===== src/rtl/snn_pkg.sv =====
`default_nettype none
// ============================================================================
//  Module      : snn_pkg
//  Description : Shared types and constants for the SNN stimulus datapath.
//                Provides the default intensity width, the rate-encoder
//                state encoding and the intensity sample type.
//  Revision    : 1.0 - initial release
// ============================================================================
package snn_pkg;

    // Intensity / threshold / leak_factor width across the datapath
    localparam int SNN_DATA_W = 16;

    // Rate-encoder control states
    typedef enum logic [1:0] {
        IDLE   = 2'd0,
        ACTIVE = 2'd1,
        DONE   = 2'd2
    } enc_state_e;

    typedef logic [SNN_DATA_W-1:0] intensity_t;

endpackage : snn_pkg
`default_nettype wire


===== src/rtl/spike_phase_acc.sv =====
`default_nettype none
// ============================================================================
//  Module      : spike_phase_acc
//  Description : Phase accumulator spike generator. Each enabled cycle adds
//                the intensity to a DATA_W-bit accumulator that wraps modulo
//                2^DATA_W; the carry out becomes the registered spike.
//                Spike density is therefore intensity / 2^DATA_W per cycle.
//  Ports       : clk       - system clock, rising edge
//                rst       - asynchronous active-high reset
//                clr       - synchronous clear of accumulator and spike
//                            (takes priority over en)
//                en        - perform one accumulate step
//                intensity - increment added per step
//                spike     - registered carry of the last step
//  Revision    : 1.0 - initial release
// ============================================================================
module spike_phase_acc
    import snn_pkg::*;
#(
    parameter int DATA_W = SNN_DATA_W
) (
    input  logic              clk,
    input  logic              rst,
    input  logic              clr,
    input  logic              en,
    input  logic [DATA_W-1:0] intensity,
    output logic              spike
);

    logic [DATA_W-1:0] acc_q;
    logic [DATA_W-1:0] acc_d;
    logic              spike_q;
    logic              spike_d;
    logic [DATA_W:0]   w_sum;

    always_comb begin
        w_sum   = {1'b0, acc_q} + {1'b0, intensity};
        acc_d   = acc_q;
        spike_d = spike_q;
        if (clr) begin
            acc_d   = '0;
            spike_d = 1'b0;
        end else if (en) begin
            // Dropping the MSB gives the modulo-2^DATA_W wrap; the MSB is the carry
            acc_d   = w_sum[DATA_W-1:0];
            spike_d = w_sum[DATA_W];
        end
    end

    always_ff @(posedge clk or posedge rst) begin
        if (rst) begin
            acc_q   <= '0;
            spike_q <= 1'b0;
        end else begin
            acc_q   <= acc_d;
            spike_q <= spike_d;
        end
    end

    assign spike = spike_q;

endmodule : spike_phase_acc
`default_nettype wire


===== src/rtl/lif_rate_encoder.sv =====
`default_nettype none
// ============================================================================
//  Module      : lif_rate_encoder
//  Description : Rate-coded spike generator feeding the LIF neuron. Accepts
//                one intensity sample per valid/ready handshake and emits a
//                deterministic spike train for WINDOW_LEN cycles, then pulses
//                window_done and reports the number of spikes emitted.
//  Ports       : clk, rst     - clock (rising edge), async active-high reset
//                in_valid     - intensity sample valid
//                in_ready     - encoder idle and able to accept a sample
//                in_intensity - unsigned intensity, 0 = silent
//                flush        - synchronous abort of the current window
//                input_spike  - registered spike train to the neuron
//                busy         - window in progress
//                window_done  - one-cycle pulse at window end
//                spike_count  - spikes in the last completed window
//  Revision    : 1.0 - initial release
// ============================================================================
module lif_rate_encoder
    import snn_pkg::*;
#(
    parameter int DATA_W     = SNN_DATA_W,
    parameter int WINDOW_LEN = 256,
    parameter int CNT_W      = $clog2(WINDOW_LEN + 1)
) (
    input  logic              clk,
    input  logic              rst,
    input  logic              in_valid,
    output logic              in_ready,
    input  logic [DATA_W-1:0] in_intensity,
    input  logic              flush,
    output logic              input_spike,
    output logic              busy,
    output logic              window_done,
    output logic [CNT_W-1:0]  spike_count
);

    localparam logic [CNT_W-1:0] c_last_cyc = CNT_W'(WINDOW_LEN - 1);
    localparam logic [CNT_W-1:0] c_one      = CNT_W'(1);

    enc_state_e        state_q, state_d;
    logic [DATA_W-1:0] intensity_q, intensity_d;
    logic [CNT_W-1:0]  cyc_q, cyc_d;
    logic [CNT_W-1:0]  spk_q, spk_d;
    logic [CNT_W-1:0]  spike_count_q, spike_count_d;
    logic              in_ready_q, in_ready_d;
    logic              busy_q, busy_d;
    logic              window_done_q, window_done_d;

    logic              w_accept;
    logic              w_acc_clr;
    logic              w_acc_en;
    logic [DATA_W-1:0] w_acc_in;
    logic [CNT_W-1:0]  w_spk_next;

    // The accumulator already steps once on the handshake edge so that the
    // first window cycle's spike is on input_spike in the cycle right after
    // the handshake. It is cleared on every window exit, so it is zero in IDLE.
    spike_phase_acc #(
        .DATA_W (DATA_W)
    ) u_phase_acc (
        .clk       (clk),
        .rst       (rst),
        .clr       (w_acc_clr),
        .en        (w_acc_en),
        .intensity (w_acc_in),
        .spike     (input_spike)
    );

    always_comb begin
        state_d       = state_q;
        intensity_d   = intensity_q;
        cyc_d         = cyc_q;
        spk_d         = spk_q;
        spike_count_d = spike_count_q;
        w_acc_clr     = 1'b0;
        w_acc_en      = 1'b0;
        w_acc_in      = intensity_q;
        // spk counts spikes already shown; add the one on the output this cycle
        w_spk_next    = spk_q + (input_spike ? c_one : '0);
        // flush wins over a simultaneous in_valid
        w_accept      = in_valid && in_ready_q && !flush;

        case (state_q)
            IDLE: begin
                if (w_accept) begin
                    state_d     = ACTIVE;
                    intensity_d = in_intensity;
                    cyc_d       = '0;
                    spk_d       = '0;
                    w_acc_en    = 1'b1;
                    w_acc_in    = in_intensity;
                end
            end
            ACTIVE: begin
                if (flush) begin
                    state_d   = IDLE;
                    cyc_d     = '0;
                    spk_d     = '0;
                    w_acc_clr = 1'b1;
                end else begin
                    cyc_d = cyc_q + c_one;
                    spk_d = w_spk_next;
                    if (cyc_q == c_last_cyc) begin
                        // Last window cycle: the step computed now would belong
                        // to the next window, so clear instead of stepping.
                        state_d       = DONE;
                        spike_count_d = w_spk_next;
                        w_acc_clr     = 1'b1;
                    end else begin
                        w_acc_en = 1'b1;
                    end
                end
            end
            DONE: begin
                state_d = IDLE;
            end
            default: begin
                state_d   = IDLE;
                w_acc_clr = 1'b1;
            end
        endcase

        in_ready_d    = (state_d == IDLE);
        busy_d        = (state_d == ACTIVE);
        window_done_d = (state_d == DONE);
    end

    always_ff @(posedge clk or posedge rst) begin
        if (rst) begin
            state_q       <= IDLE;
            intensity_q   <= '0;
            cyc_q         <= '0;
            spk_q         <= '0;
            spike_count_q <= '0;
            in_ready_q    <= 1'b0;
            busy_q        <= 1'b0;
            window_done_q <= 1'b0;
        end else begin
            state_q       <= state_d;
            intensity_q   <= intensity_d;
            cyc_q         <= cyc_d;
            spk_q         <= spk_d;
            spike_count_q <= spike_count_d;
            in_ready_q    <= in_ready_d;
            busy_q        <= busy_d;
            window_done_q <= window_done_d;
        end
    end

    assign in_ready    = in_ready_q;
    assign busy        = busy_q;
    assign window_done = window_done_q;
    assign spike_count = spike_count_q;

endmodule : lif_rate_encoder
`default_nettype wire


===== config.mk =====
export PLATFORM = sky130hd
export DESIGN_NAME = lif_rate_encoder
export DESIGN_NICKNAME = d
export VERILOG_FILES = /design/src/rtl/snn_pkg.sv /design/src/rtl/spike_phase_acc.sv /design/src/rtl/lif_rate_encoder.sv
export SDC_FILE = /design/constraint.sdc
export NUM_CORES = 1
export LEC_CHECK = 0
export ABC_AREA = 1
export BUFFER_PORTS_ARGS = -buffer_cell sky130_fd_sc_hd__buf_4
export CAP_MARGIN = 20
export CORE_MARGIN = 5
export CORE_UTILIZATION = 25
export CTS_CLUSTER_DIAMETER = 150
export CTS_CLUSTER_SIZE = 25
export DETAILED_ROUTE_END_ITERATION = 8
export GPL_TIMING_DRIVEN = 1
export PLACE_DENSITY = 0.37
export SLEW_MARGIN = 10
export SYNTH_ARGS = -nofsm -noshare
export SYNTH_HDL_FRONTEND = slang
export SYNTH_SLANG_ARGS = --single-unit

===== constraint.sdc =====
create_clock -name clk -period 3.3 [get_ports clk]
set_input_delay 0.165 -clock clk [delete_from_list [all_inputs] [get_ports clk]]
set_output_delay 0.165 -clock clk [all_outputs]
set_load 0.03 [all_outputs]

* After elaboration in Yosys (flattened, before gate mapping)
Index checks and enable logic that the tools add are counted.
** Operators by class
- $add $sub $neg :: 3
- Equal/unequal tests :: 6
- Muxes and demuxes :: 23
- Bitwise operators :: 1
- Reductions and logical operators :: 10
** Operator list (number)
- two-way mux 16 bit :: 4
- one-hot mux 9 bit (2 select lines) :: 2
- two-way mux 9 bit :: 3
- adder 16 x 16 -> 17 bit :: 1
- adder 9 x 1 -> 9 bit :: 1
- adder 9 x 1 -> 9 bit (second input constant) :: 1
- == test 9 x 8 -> 1 bit (second input constant) :: 1
- two-way mux 1 bit :: 8
- two-way mux 2 bit :: 3
- == test 2 x 1 -> 1 bit (second input constant) :: 2
- == test 2 bit (second input constant) :: 2
- zero test 2 bit :: 2
- one-hot mux 1 bit (2 select lines) :: 2
- one-hot mux 2 bit (2 select lines) :: 1
- nonzero test 2 bit :: 2
- AND reduction 3 bit :: 1
- logical AND 1 bit :: 2
- inequality test 2 bit (second input constant) :: 1
- AND reduction 2 bit :: 1
- OR reduction 2 bit :: 1
- zero test 1 bit :: 1
- NOT 1 bit :: 1
** Storage, ports and cells
- Register bits after elaboration :: 65
- Bits of input ports :: 20
- Output and inout bits :: 13

* Logic depth before layout (Yosys ltp)
Gate-level depths: netlist (run 1).
- Word-level depth :: 7
- Gate-level depth with buffers :: 18
- Gate-level depth less buffers :: 17

* Cells and area by module
A second synthesis (run 1) with hierarchy kept.
** Second synthesis, totals
- Cell total of the unflattened synthesis :: 523
- Area, all modules :: 3881.2 um2
** By module, submodules not included
- lif_rate_encoder :: times used 1, cells each 266, area an instance 2228.4 um2, seq. area each 1201.2 um2
- spike_phase_acc :: times used 1, cells each 257, area an instance 1652.8 um2, seq. area each 425.4 um2

* Least setup slack after synthesis (run 1)
Ideal clock, no wire load.
- Path type :: reg-to-reg
- Start :: register in_ready_q (netlist: in_ready)
- End :: register u_phase_acc.spike_q (netlist: u_phase_acc.spike)
- Setup time :: 0.116 ns
- Arrival :: 2.302 ns
- Required time :: 3.184 ns
- Path slack :: 0.881 ns
- Stages on the path, launching flop included :: 16
- Period minus slack after synthesis :: 2.419 ns
- Cell sequence :: dfrtp_1 -> nand3_2 -> nor2_8 -> inv_1 -> nand2_1 -> nand2_1 -> ha_1 -> fa_1 -> nand3_1 -> nand3_1 -> nand3_1 -> nand3_1 -> nand2_1 -> nand2_1 -> nand2_1 -> nand2_1
** Between the ends
- Cells in the longest elaborated chain, start to end :: 7
- Elaborated cells between the ends (all ways) :: 10
- Classes of those cells :: 1 x add/sub; 6 x mux; 3 x reduce/logical
** RTL lines
- start, declared :: RTL line lif_rate_encoder.sv:46 : logic in_ready_q, in_ready_d;
- start signal, assigned :: RTL line lif_rate_encoder.sv:145 : in_ready_q <= in_ready_d;
- logical AND 1 bit * (2 in series) :: RTL line lif_rate_encoder.sv:82 : w_accept = in_valid && in_ready_q && !flush;
- two-way mux 16 bit (2 in series)
- adder 16 x 16 -> 17 bit :: RTL line spike_phase_acc.sv:37 : w_sum = {1'b0, acc_q} + {1'b0, intensity};
- two-way mux 1 bit :: RTL line spike_phase_acc.sv:43 : end else if (en) begin
- two-way mux 1 bit :: RTL line spike_phase_acc.sv:40 : if (clr) begin
- end signal, assigned :: RTL line spike_phase_acc.sv:56 : spike_q <= spike_d;
- end, declared :: RTL line spike_phase_acc.sv:32 : logic spike_q;
Every way passes the cells marked *; elsewhere a longest branch is shown, timed or not. The select of a mux whose other input is x is not followed.
A chain may end at the register's enable or synchronous reset.

* Worst setup path after layout (run 1)
- Start :: register state_q[1]
- End :: register u_phase_acc.spike_q (netlist: u_phase_acc.spike)
** Between the ends
- Cells in the longest elaborated chain, start to end :: 5
- Elaborated cells between the ends (all ways) :: 11
- Classes of those cells :: 1 x add/sub; 2 x eq/ne; 5 x mux; 3 x reduce/logical
** RTL lines
- start, declared :: RTL line lif_rate_encoder.sv:41 : enc_state_e state_q, state_d;
- start signal, assigned :: RTL line lif_rate_encoder.sv:140 : state_q <= state_d;
- zero test 2 bit :: RTL line lif_rate_encoder.sv:84 : case (state_q)
- two-way mux 16 bit
- adder 16 x 16 -> 17 bit :: RTL line spike_phase_acc.sv:37
- two-way mux 1 bit :: RTL line spike_phase_acc.sv:43
- two-way mux 1 bit :: RTL line spike_phase_acc.sv:40
Parallel ways exist; a longest one is shown, timed or not. The select of a mux whose other input is x is not followed.

==> flow_summary.ini, run 1 <==
[timing]
min_period_ns = 2.603
skew_ns = 0.006949
fin_ws_ns = 0.6967
finalHoldViolCount = 0
finalCritPeriodShare = 0.7889
final_max_slew_viol_count = 0
max_clock_freq_ghz = 0.3841
setup-violations-final = 0
setup-tns-final_ns = 0
max_slew_margin = 0.4031
worst_slew_pin_slew_ns = 0.8953
rsz0062_at_grt = no

[cells_and_area]
antenna_cells = 0
fin_nets = 559
fillers = 1538
final_common_cell = nand2_1
drive_above_1_share = 0.1522
area_delta_synth_final_pct = 20.61
design_area_um2 = 4517
final_cell_mix = nand2_1 (175), dfrtp_1 (65), inv_1 (56)

[detailed_routing]
first_pass_iters = 4
vias = 2990
drtIter0Drc = 191
vias_per_cell = 4.253
wire_per_inst_um = 13.18
drc = 0
drt-total-wl_um = 9266
antenna_left = 0

[floorplanning]
dieHeight_um = 132.4
dieArea_um2 = 17530
rows = 44
initial_core_util = 0.2567
fp.dieW_um = 132.4
io_pins = 33
coreArea_um2 = 14590

[setup_path]
setup.worst_path.class = flop to flop
end_kind = flop
worstPathArrival_ns = 2.84
required_ns = 3.53
path_max_fanout = 16
r2r_end = u_phase_acc.spike
reg2regPathDepth = 16
worstSetupStartpointType = flop
worstReg2RegStart = state_q[1]
crit_start = state_q[1]
worst-r2r-setup-slack_ns = 0.70

[pwr]
netSwitchingPower_w = 0.001696
leakage_nw = 2.365
irDropWorstVdd_mv = 0.3715
clkPwrFrac = 0.264
pwr-share-seq = 0.277
internal-power_w = 0.002356
combPwrFrac = 0.459
switching_share = 0.4185
pwr_density_cell_nw_per_um2 = 897.1

[placement]
dpl.hpwl_um = 6732
place_area_um2 = 4188
io_buffers = 32
gp_congestion = 0.7832
pre_cts_slack_ns = 0.6089

[grt]
grt_pass1_wl_um = 16070
antenna_found_initial = 0
grt_overflow = 0
grt_usage = 0.1140
grt_pass1_vias = 3144
grt_max_degree = 39

[synth]
avgSynthCellArea_um2 = 7.884
synth_edf_count = 0
synth_nets = 520
yosysTopAreaCell = dfrtp_1
ys_seq_elements = 65
ys.flop_type = dfrtp_1
ys_seq_area_frac = 0.4343
netlist_area_um2 = 3745
async_flop_share = 1.000
yosysWarnings = 0
syn_inst = 475
synth_top_area_frac = 0.4343
synth.distinct_cells = 35
synth_area_leaders = dfrtp_1 (43%), nand2_1 (18%), ha_1 (8.0%), inv_1 (5.7%), nand3_1 (4.5%)

[outcome]
outcome = completed

[clock_network]
cts_resized = 0
post-cts-setup-buffers = 0
clock_sinks = 65
cts_tree = built
htree_levels = 3
worstSkewPairLatency_ns = 0.34
root_buffer = clkbuf_16
hold_buffers = 0
clockBufferDepth = 2
numCtsBuffers = 9
clk_pin_slew_ns = 0.06

[hold_path]
hold_path_class = primary input to async pin

[flow_run]
maxCapViolCount = 0
[registers in the layout, summed over array words and instances, names as in the netlist]
register,cells
spike_count,9
spk_q,9
intensity_q,16
u_phase_acc.acc_q,16
u_phase_acc.spike,1
window_done,1
in_ready,1
state_q,2
cyc_q,9
busy,1
[critical path: stages, from the launching register on]
cell and delay [ns]:
dfrtp_1 0.41, inv_2 0.09, nand2_4 0.07, nor2_8 0.11
inv_1 0.27, nand2_1 0.14, nand2_1 0.08, ha_1 0.22
fa_1 0.43, nand3_1 0.11, nand3_1 0.13, nand3_1 0.12
nand3_1 0.10, nand2_1 0.07, nand2_1 0.04, nand2_1 0.06
nand2_1 0.04
[per-layer routing]
metal,vias to the layer above,wire length [um],GRT usage
li1,1582,-,-
met1,1357,4543,0.1482
met2,39,4294,0.1849
met3,12,308,0.03397
met4,0,119,0.03054
met5,-,0,0
[synth_stat cells (2+ instances only)]
cell and count:
a21oi_1 8, a22o_1 2, buf_2 3, clkbuf_1 2, dfrtp_1 65, ha_1 24, inv_1 57, inv_2 4
nand2_1 175, nand2_2 11, nand3_1 34, nand3b_1 3, nand4_1 2, nor2_1 22, nor2_4 3, nor2_8 3
nor3_1 5, o21ai_0 18, o21ai_1 3, o22ai_1 7, xnor2_1 6, xor2_1 5
[power groups by stage]
stage	clock network [W]	registers [W]	logic (W)
finish	0.00107	0.00112	0.00186
floorplan	0	0.00114	0.00144
global route	0.00113	0.00115	0.00215
CTS	0.00111	0.00113	0.00191
detailed placement	0	0.00114	0.00189
global placement	0	0.00114	0.00189
[layout make-up]
| class | instances | area [um2] | share of cell area |
|---|---|---|---|
| multi-input cells | 340 | 1829 | 0.4050 |
| flip-flops and latches | 65 | 1627 | 0.3601 |
| repair buffers | 35 | 262.8 | 0.05817 |
| clock buffers | 10 | 239.0 | 0.05291 |
| inverters | 63 | 239.0 | 0.05291 |
| well taps | 184 | 230.2 | 0.05097 |
| clock inverters | 6 | 90.09 | 0.01994 |
[metrics by stage]
stage / hold WS (ns) / utilization / cells / power [W]
floorplan: 0.3045 / - / 475 / 0.002583
global placement: 0.4036 / 0.2871 / 687 / 0.003028
detailed placement: 0.4065 / 0.2871 / 687 / 0.003032
CTS: 0.04293 / 0.3096 / 703 / 0.004139
global route: 0.06189 / 0.3096 / 703 / 0.004435
finish: 0.001202 / 0.3096 / 703 / 0.004052
[logic make-up (layout without fill, tap and decap cells)]
kind of cell | after synthesis | after routing | share of synthesized area
buffers and inverters | 70 | 114 | 0.07718
AND/OR/NAND/NOR | 261 | 261 | 0.3097
adder cells (fa/ha/maj) | 25 | 25 | 0.08553
AO/OA/AOI/OAI | 43 | 43 | 0.06749
XOR/XNOR | 11 | 11 | 0.02573
flip-flops | 65 | 65 | 0.4343
[worst max path at each step]
stage | end | depth (start not counted)
3_3_place_gp | u_phase_acc.spike | 16
2_1_floorplan | u_phase_acc.spike | 15
5_1_grt | u_phase_acc.spike | 16
4_1_cts | u_phase_acc.spike | 16
3_5_place_dp | u_phase_acc.spike | 16
6_report | u_phase_acc.spike | 16
(Power assumes the default switching activity.)
==> run 2: changes to the inputs <==
==> constraint.sdc (replaced) <==
create_clock -name clk -period 2.4 [get_ports clk]
set_input_delay 0.12 -clock clk [delete_from_list [all_inputs] [get_ports clk]]
set_output_delay 0.12 -clock clk [all_outputs]
set_load 0.03 [all_outputs]
==> run 2 against run 1 <==
  * Combinational power is 61% higher
  * Global-route usage is 0.37 points lower
  * Clock-buffer cell count stayed put
  * Hold slack better by 0.019 ns
  * Total power is 50% higher
  * Via count is 2.1% higher
  * Register-to-register slack worse by 0.52 ns
  * Routed wire length is 0.51% lower
  * Core utilization is 2.6 points higher
  * Clock power is 43% higher
  * Non-clock buffer count is 17 higher
  * Critical path type unchanged
==> flow_summary.ini, run 2 (synthesized netlist as in run 1, its figures left out) <==
[grt]
antenna_found_initial = 0
grt_overflow = 0
grt_pass1_wl_um = 15590
grt_pass1_vias = 3153
grt_max_degree = 66
grt_usage = 0.1103

[detailed_routing]
drt-total-wl_um = 9219
vias = 3052
wire_per_inst_um = 12.82
vias_per_cell = 4.245
drc = 0
antenna_left = 0
first_pass_iters = 4
drtIter0Drc = 149

[outcome]
outcome = completed

[floorplanning]
io_pins = 33
coreArea_um2 = 14590
fp.dieW_um = 132.4
rows = 44
initial_core_util = 0.2567
dieArea_um2 = 17530
dieHeight_um = 132.4

[hold_path]
hold_path_class = primary input to flop

[pwr]
leakage_nw = 2.471
netSwitchingPower_w = 0.002454
irDropWorstVdd_mv = 0.5120
pwr-share-seq = 0.259
pwr_density_cell_nw_per_um2 = 1243
internal-power_w = 0.003638
combPwrFrac = 0.490
clkPwrFrac = 0.250
switching_share = 0.4029

[timing]
finalHoldViolCount = 0
fin_hold_ws_ns = 0.02053
setup-violations-final = 0
setup-tns-final_ns = 0
worst_slew_pin_slew_ns = 0.4355
min_period_ns = 2.222
final_max_slew_viol_count = 0
skew_ns = 0.006875
max_clock_freq_ghz = 0.4501
fin_ws_ns = 0.1783
max_slew_margin = 0.7093
rsz0062_at_grt = yes
finalCritPeriodShare = 0.9257

[cells_and_area]
final_cell_mix = nand2_1 (166), dfrtp_1 (64), inv_1 (56)
drive_above_1_share = 0.2374
fillers = 1538
area_delta_synth_final_pct = 30.84
largestRegisters = intensity_q (16), u_phase_acc.acc_q (16)
fin_nets = 576
antenna_cells = 0
final_common_cell = nand2_1

[flow_run]
maxCapViolCount = 0

[setup_path]
path_max_fanout = 7
end_kind = flop
worstPathArrival_ns = 2.45
worstSetupStartpointType = flop
setup.worst_path.class = flop to flop
required_ns = 2.62

[placement]
io_buffers = 32
gp_congestion = 0.7833
pre_cts_slack_ns = -0.08156
dpl.hpwl_um = 6669

[clock_network]
clk_pin_slew_ns = 0.05
htree_levels = 3
clock_sinks = 65
worstSkewPairLatency_ns = 0.34
root_buffer = clkbuf_16
numCtsBuffers = 9
clockBufferDepth = 2
cts_tree = built
run 2: changes by cell type in the layout (fill, tap and decap cells not counted), sizes merged:
cell         delta
inv             -1
bufinv          +1
clkinvlp        -1
dlygate4sd3     +1
buf            +16
run 2: worst paths after layout:
kind | depth (start not counted) | slack [ns] | startpoint | end
hold / removal | 3 | 0.02 | in_intensity[2] | intensity_q[2]
setup / recovery | 14 | 0.18 | in_ready | u_phase_acc.acc_q[8]
max in group asynchronous | 4 | 1.68 | rst | in_ready
min in group asynchronous | 4 | 0.42 | rst | spike_count[8]
setup reg to reg | 14 | 0.18 | in_ready | u_phase_acc.acc_q[8]
hold reg to reg | 2 | 0.47 | intensity_q[2] | intensity_q[2]
run 2: metal layers:
metal  vias to the layer above  wire [um]  share of wire  global-route usage
met5                         -          0              0                   0
met1                      1407       4461           0.48              0.1415
met4                         0        158          0.017             0.04242
met2                        28       4317           0.47              0.1763
li1                       1605          -              -                   -
met3                        12        282          0.031             0.03092
run 2: per-stage QoR:
stage                     std cells  area [um2]    util  power [W]
after CTS                       715        4669  0.3201   0.005836
after global routing            719        4900  0.3358   0.006661
final                           719        4900  0.3358   0.006092
after detailed placement        699        4304  0.2950   0.004238
after floorplan                 475        3746       -   0.003553
after global placement          699        4304  0.2950   0.004270
run 2: power groups by stage:
stage	combinational [W]	clock [W]	sequential, W
3_5_place_dp	0.00268	0	0.00156
2_1_floorplan	0.00198	0	0.00157
3_3_place_gp	0.00271	0	0.00156
5_1_grt	0.00343	0.00162	0.00161
4_1_cts	0.00271	0.00159	0.00154
6_report	0.00299	0.00153	0.00158
run 2: final cells by class:
cell class | instances | area (um2) | area share
Multi-Input combinational cell | 340 | 2042 | 0.4168
Clock buffer | 10 | 239.0 | 0.04877
Clock inverter | 5 | 103.9 | 0.02120
Tap cell | 184 | 230.2 | 0.04699
Inverter | 63 | 239.0 | 0.04877
Sequential cell | 65 | 1628 | 0.3322
Timing Repair Buffer | 52 | 417.9 | 0.08529
run 2: what timing repair did:
item                                   in CTS  in global routing
resized for setup                           3                 32
pin swaps                                   0                  5
setup endpoints to repair                   6                 13
endpoints found under the hold margin      65                  0
hold buffers                                1                  0
gates cloned                                0                  0
setup buffers                               0                  4
run 2: critical path, stage by stage, from the launching register on:
cell and delay (ns):
dfrtp_2 0.42, nand3_4 0.11, nor2_8 0.04, buf_4 0.16, nand2_1 0.07, nand2_1 0.08
ha_2 0.20, fa_2 0.35, nand3_1 0.11, nand3_2 0.12, nand2_1 0.08, nand3_1 0.11
nor2_1 0.10, nand3b_1 0.11, nand2_1 0.05
==> run 3: changes to the inputs <==
--- a/config.mk
+++ b/config.mk
@@ -7,7 +7,7 @@
 export LEC_CHECK = 0
 export ABC_AREA = 1
 export BUFFER_PORTS_ARGS = -buffer_cell sky130_fd_sc_hd__buf_4
-export CAP_MARGIN = 20
+export CAP_MARGIN = 0
 export CORE_MARGIN = 5
 export CORE_UTILIZATION = 25
 export CTS_CLUSTER_DIAMETER = 150
@@ -15,7 +15,8 @@
 export DETAILED_ROUTE_END_ITERATION = 8
 export GPL_TIMING_DRIVEN = 1
 export PLACE_DENSITY = 0.37
-export SLEW_MARGIN = 10
+export RECOVER_POWER = 50
+export SLEW_MARGIN = 20
 export SYNTH_ARGS = -nofsm -noshare
 export SYNTH_HDL_FRONTEND = slang
 export SYNTH_SLANG_ARGS = --single-unit
==> run 3 against run 2 <==
  * The run now ends with max-capacitance violations, max-slew violations left
  * Combinational power about the same
  * Clock-buffer cell count unchanged
  * Register-to-register slack about the same
  * Setup slack barely moved
  * Via count is essentially flat
  * Cell count unchanged
  * Clock power barely moved
  * Highest routed layer unchanged
  * Core utilization is 0.21 points lower
  * Total power hardly changed
  * Largest power group unchanged
==> flow_summary.ini, run 3 (synthesized netlist as in run 1, its figures left out) <==
[cells_and_area]
final_common_cell = nand2_1
multi_input_area_um2 = 2042
largestRegisters = intensity_q (16), u_phase_acc.acc_q (16)
fillers = 1544
seq_area_um2 = 1628
antenna_cells = 0
area_delta_synth_final_pct = 30.04
drive_above_1_share = 0.2280
fin_nets = 576
final_cell_mix = nand2_1 (166), dfrtp_1 (64), inv_1 (57)

[setup_path]
path_delay_family = simple AND/OR/NAND/NOR gates
setup.worst_path.class = flop to flop
path_cells = nand3_4 > nor2_8 > buf_4 > nand2_1 > nand2_1 > ha_2 > fa_2 > nand3_1 > nand3_2 > nand2_1 > nand3_1 > nor2_1 > nand3b_1 > nand2_1
worst-r2r-setup-slack_ns = 0.18
required_ns = 2.63
reg2regPathDepth = 14
worstPathArrival_ns = 2.45
end_kind = flop
worstSetupStartpointType = flop
max_stage_delay_ns = 0.42
slowest_stage = dfrtp_2
path_buf_inv = 1
worstReg2RegStart = in_ready
crit_top_cell = nand2_1
r2r_end = u_phase_acc.acc_q[8]
path_max_fanout = 7

[detailed_routing]
drc = 0
drt-total-wl_um = 9259
vias = 3050
wire_per_inst_um = 12.88
first_pass_iters = 4
antenna_left = 0
drtIter0Drc = 151
vias_per_cell = 4.242

[placement]
dpl.hpwl_um = 6669
gp_congestion = 0.7833
pre_cts_slack_ns = -0.08156
io_buffers = 32

[clock_network]
clockBufferDepth = 2
clk_pin_slew_ns = 0.06
clock_sinks = 65
root_buffer = clkbuf_16
numCtsBuffers = 9
cts_tree = built
htree_levels = 3
worstSkewPairLatency_ns = 0.34

[hold_path]
hp-start = in_intensity[2]
hold_path_class = primary input to flop
holdPathStages = 3
hold_path_end = intensity_q[2]

[timing]
rsz0062_at_grt = yes
max_slew_margin = -0.01927
setup-tns-final_ns = 0
worst_slew_pin_slew_ns = 1.529
final_max_slew_viol_count = 66
setup-violations-final = 0
skew_ns = 0.006744
max_clock_freq_ghz = 0.4501
finalCritPeriodShare = 0.9256
finalHoldViolCount = 0
fin_ws_ns = 0.1785
min_period_ns = 2.222

[floorplanning]
io_pins = 33
coreArea_um2 = 14590
initial_core_util = 0.2567
fp.dieW_um = 132.4
dieArea_um2 = 17530
dieHeight_um = 132.4
rows = 44

[grt]
grt_pass1_vias = 3153
antenna_found_initial = 0
grt_pass1_wl_um = 15590
grt_max_degree = 66
grt_overflow = 0
grt_usage = 0.1103

[pwr]
leakage_nw = 2.449
pwr_density_cell_nw_per_um2 = 1251
irDropWorstVdd_mv = 0.5116

[outcome]
outcome = finished, violations left
violations = max-capacitance violations, max-slew violations

[flow_run]
maxCapViolCount = 1
==> run 3: changes by cell type in the layout (fill, tap and decap cells not counted) <==
cell	before	now
buf_12	2	1
clkbuf_1	0	4
clkbuf_4	0	1
inv_1	56	57
buf_4	49	44
inv_2	5	4
buf_2	0	1
==> run 3: how the worst max path moves through the flow <==
stage | from | end | depth (start not counted)
after global placement | in_ready | u_phase_acc.acc_q[10] | 14
after detailed placement | in_ready | u_phase_acc.acc_q[10] | 14
after CTS | in_ready | u_phase_acc.acc_q[14] | 14
final | in_ready | u_phase_acc.acc_q[8] | 14
after floorplan | in_ready | u_phase_acc.spike | 15
after global routing | state_q[1] | u_phase_acc.acc_q[14] | 17
==> run 3: final cells by class <==
cell class | instances | area share
tap | 184 | 0.04728
sequential | 65 | 0.3343
inverter | 63 | 0.04907
clock inverter | 5 | 0.02133
timing repair buffer | 52 | 0.07965
multi-input combinational | 340 | 0.4193
clock buffer | 10 | 0.04907
==> run 3: report_power, final <==
group	internal, W	switching (W)
clock network	0.00104	0.000495
logic	0.00120	0.00178
registers	0.00140	0.000184
total	0.00363	0.00246
==> run 3: worst register-to-register path: cells and delay by family, from the launching register on <==
family	cells	cell delay [ns]
adder cells (fa/ha/maj)	2	0.54
buffers and inverters	1	0.16
flip-flops	1	0.42
AND/OR/NAND/NOR	11	0.98
==> run 3: layer usage <==
metal,up-vias,GRT usage,share of wire
met5,-,0,0
met2,30,0.1763,0.47
met1,1401,0.1415,0.48
met3,12,0.03092,0.032
met4,0,0.04242,0.017
li1,1607,-,-
==> run 3: timing repair <==
item / in CTS / in global routing
hold buffers: 1 / 0
cloned: 0 / 0
setup endpoints to repair: 6 / 13
hold endpoints to repair: 65 / 0
pin swaps: 0 / 5
buffers inserted: 0 / 4
resized for setup: 3 / 32
==> run 3: through the flow <==
| step | std cells | hold slack [ns] | util | instance area [um2] | total power, W |
|---|---|---|---|---|---|
| 6_report | 719 | 0.01723 | 0.3338 | 4870 | 0.006090 |
| 5_1_grt | 719 | 0.03332 | 0.3338 | 4870 | 0.006650 |
| 4_1_cts | 715 | 0.01046 | 0.3201 | 4669 | 0.005836 |
| 3_5_place_dp | 699 | 0.2454 | 0.2950 | 4304 | 0.004238 |
| 3_3_place_gp | 699 | 0.2428 | 0.2950 | 4304 | 0.004270 |
| 2_1_floorplan | 475 | 0.2595 | - | 3746 | 0.003553 |
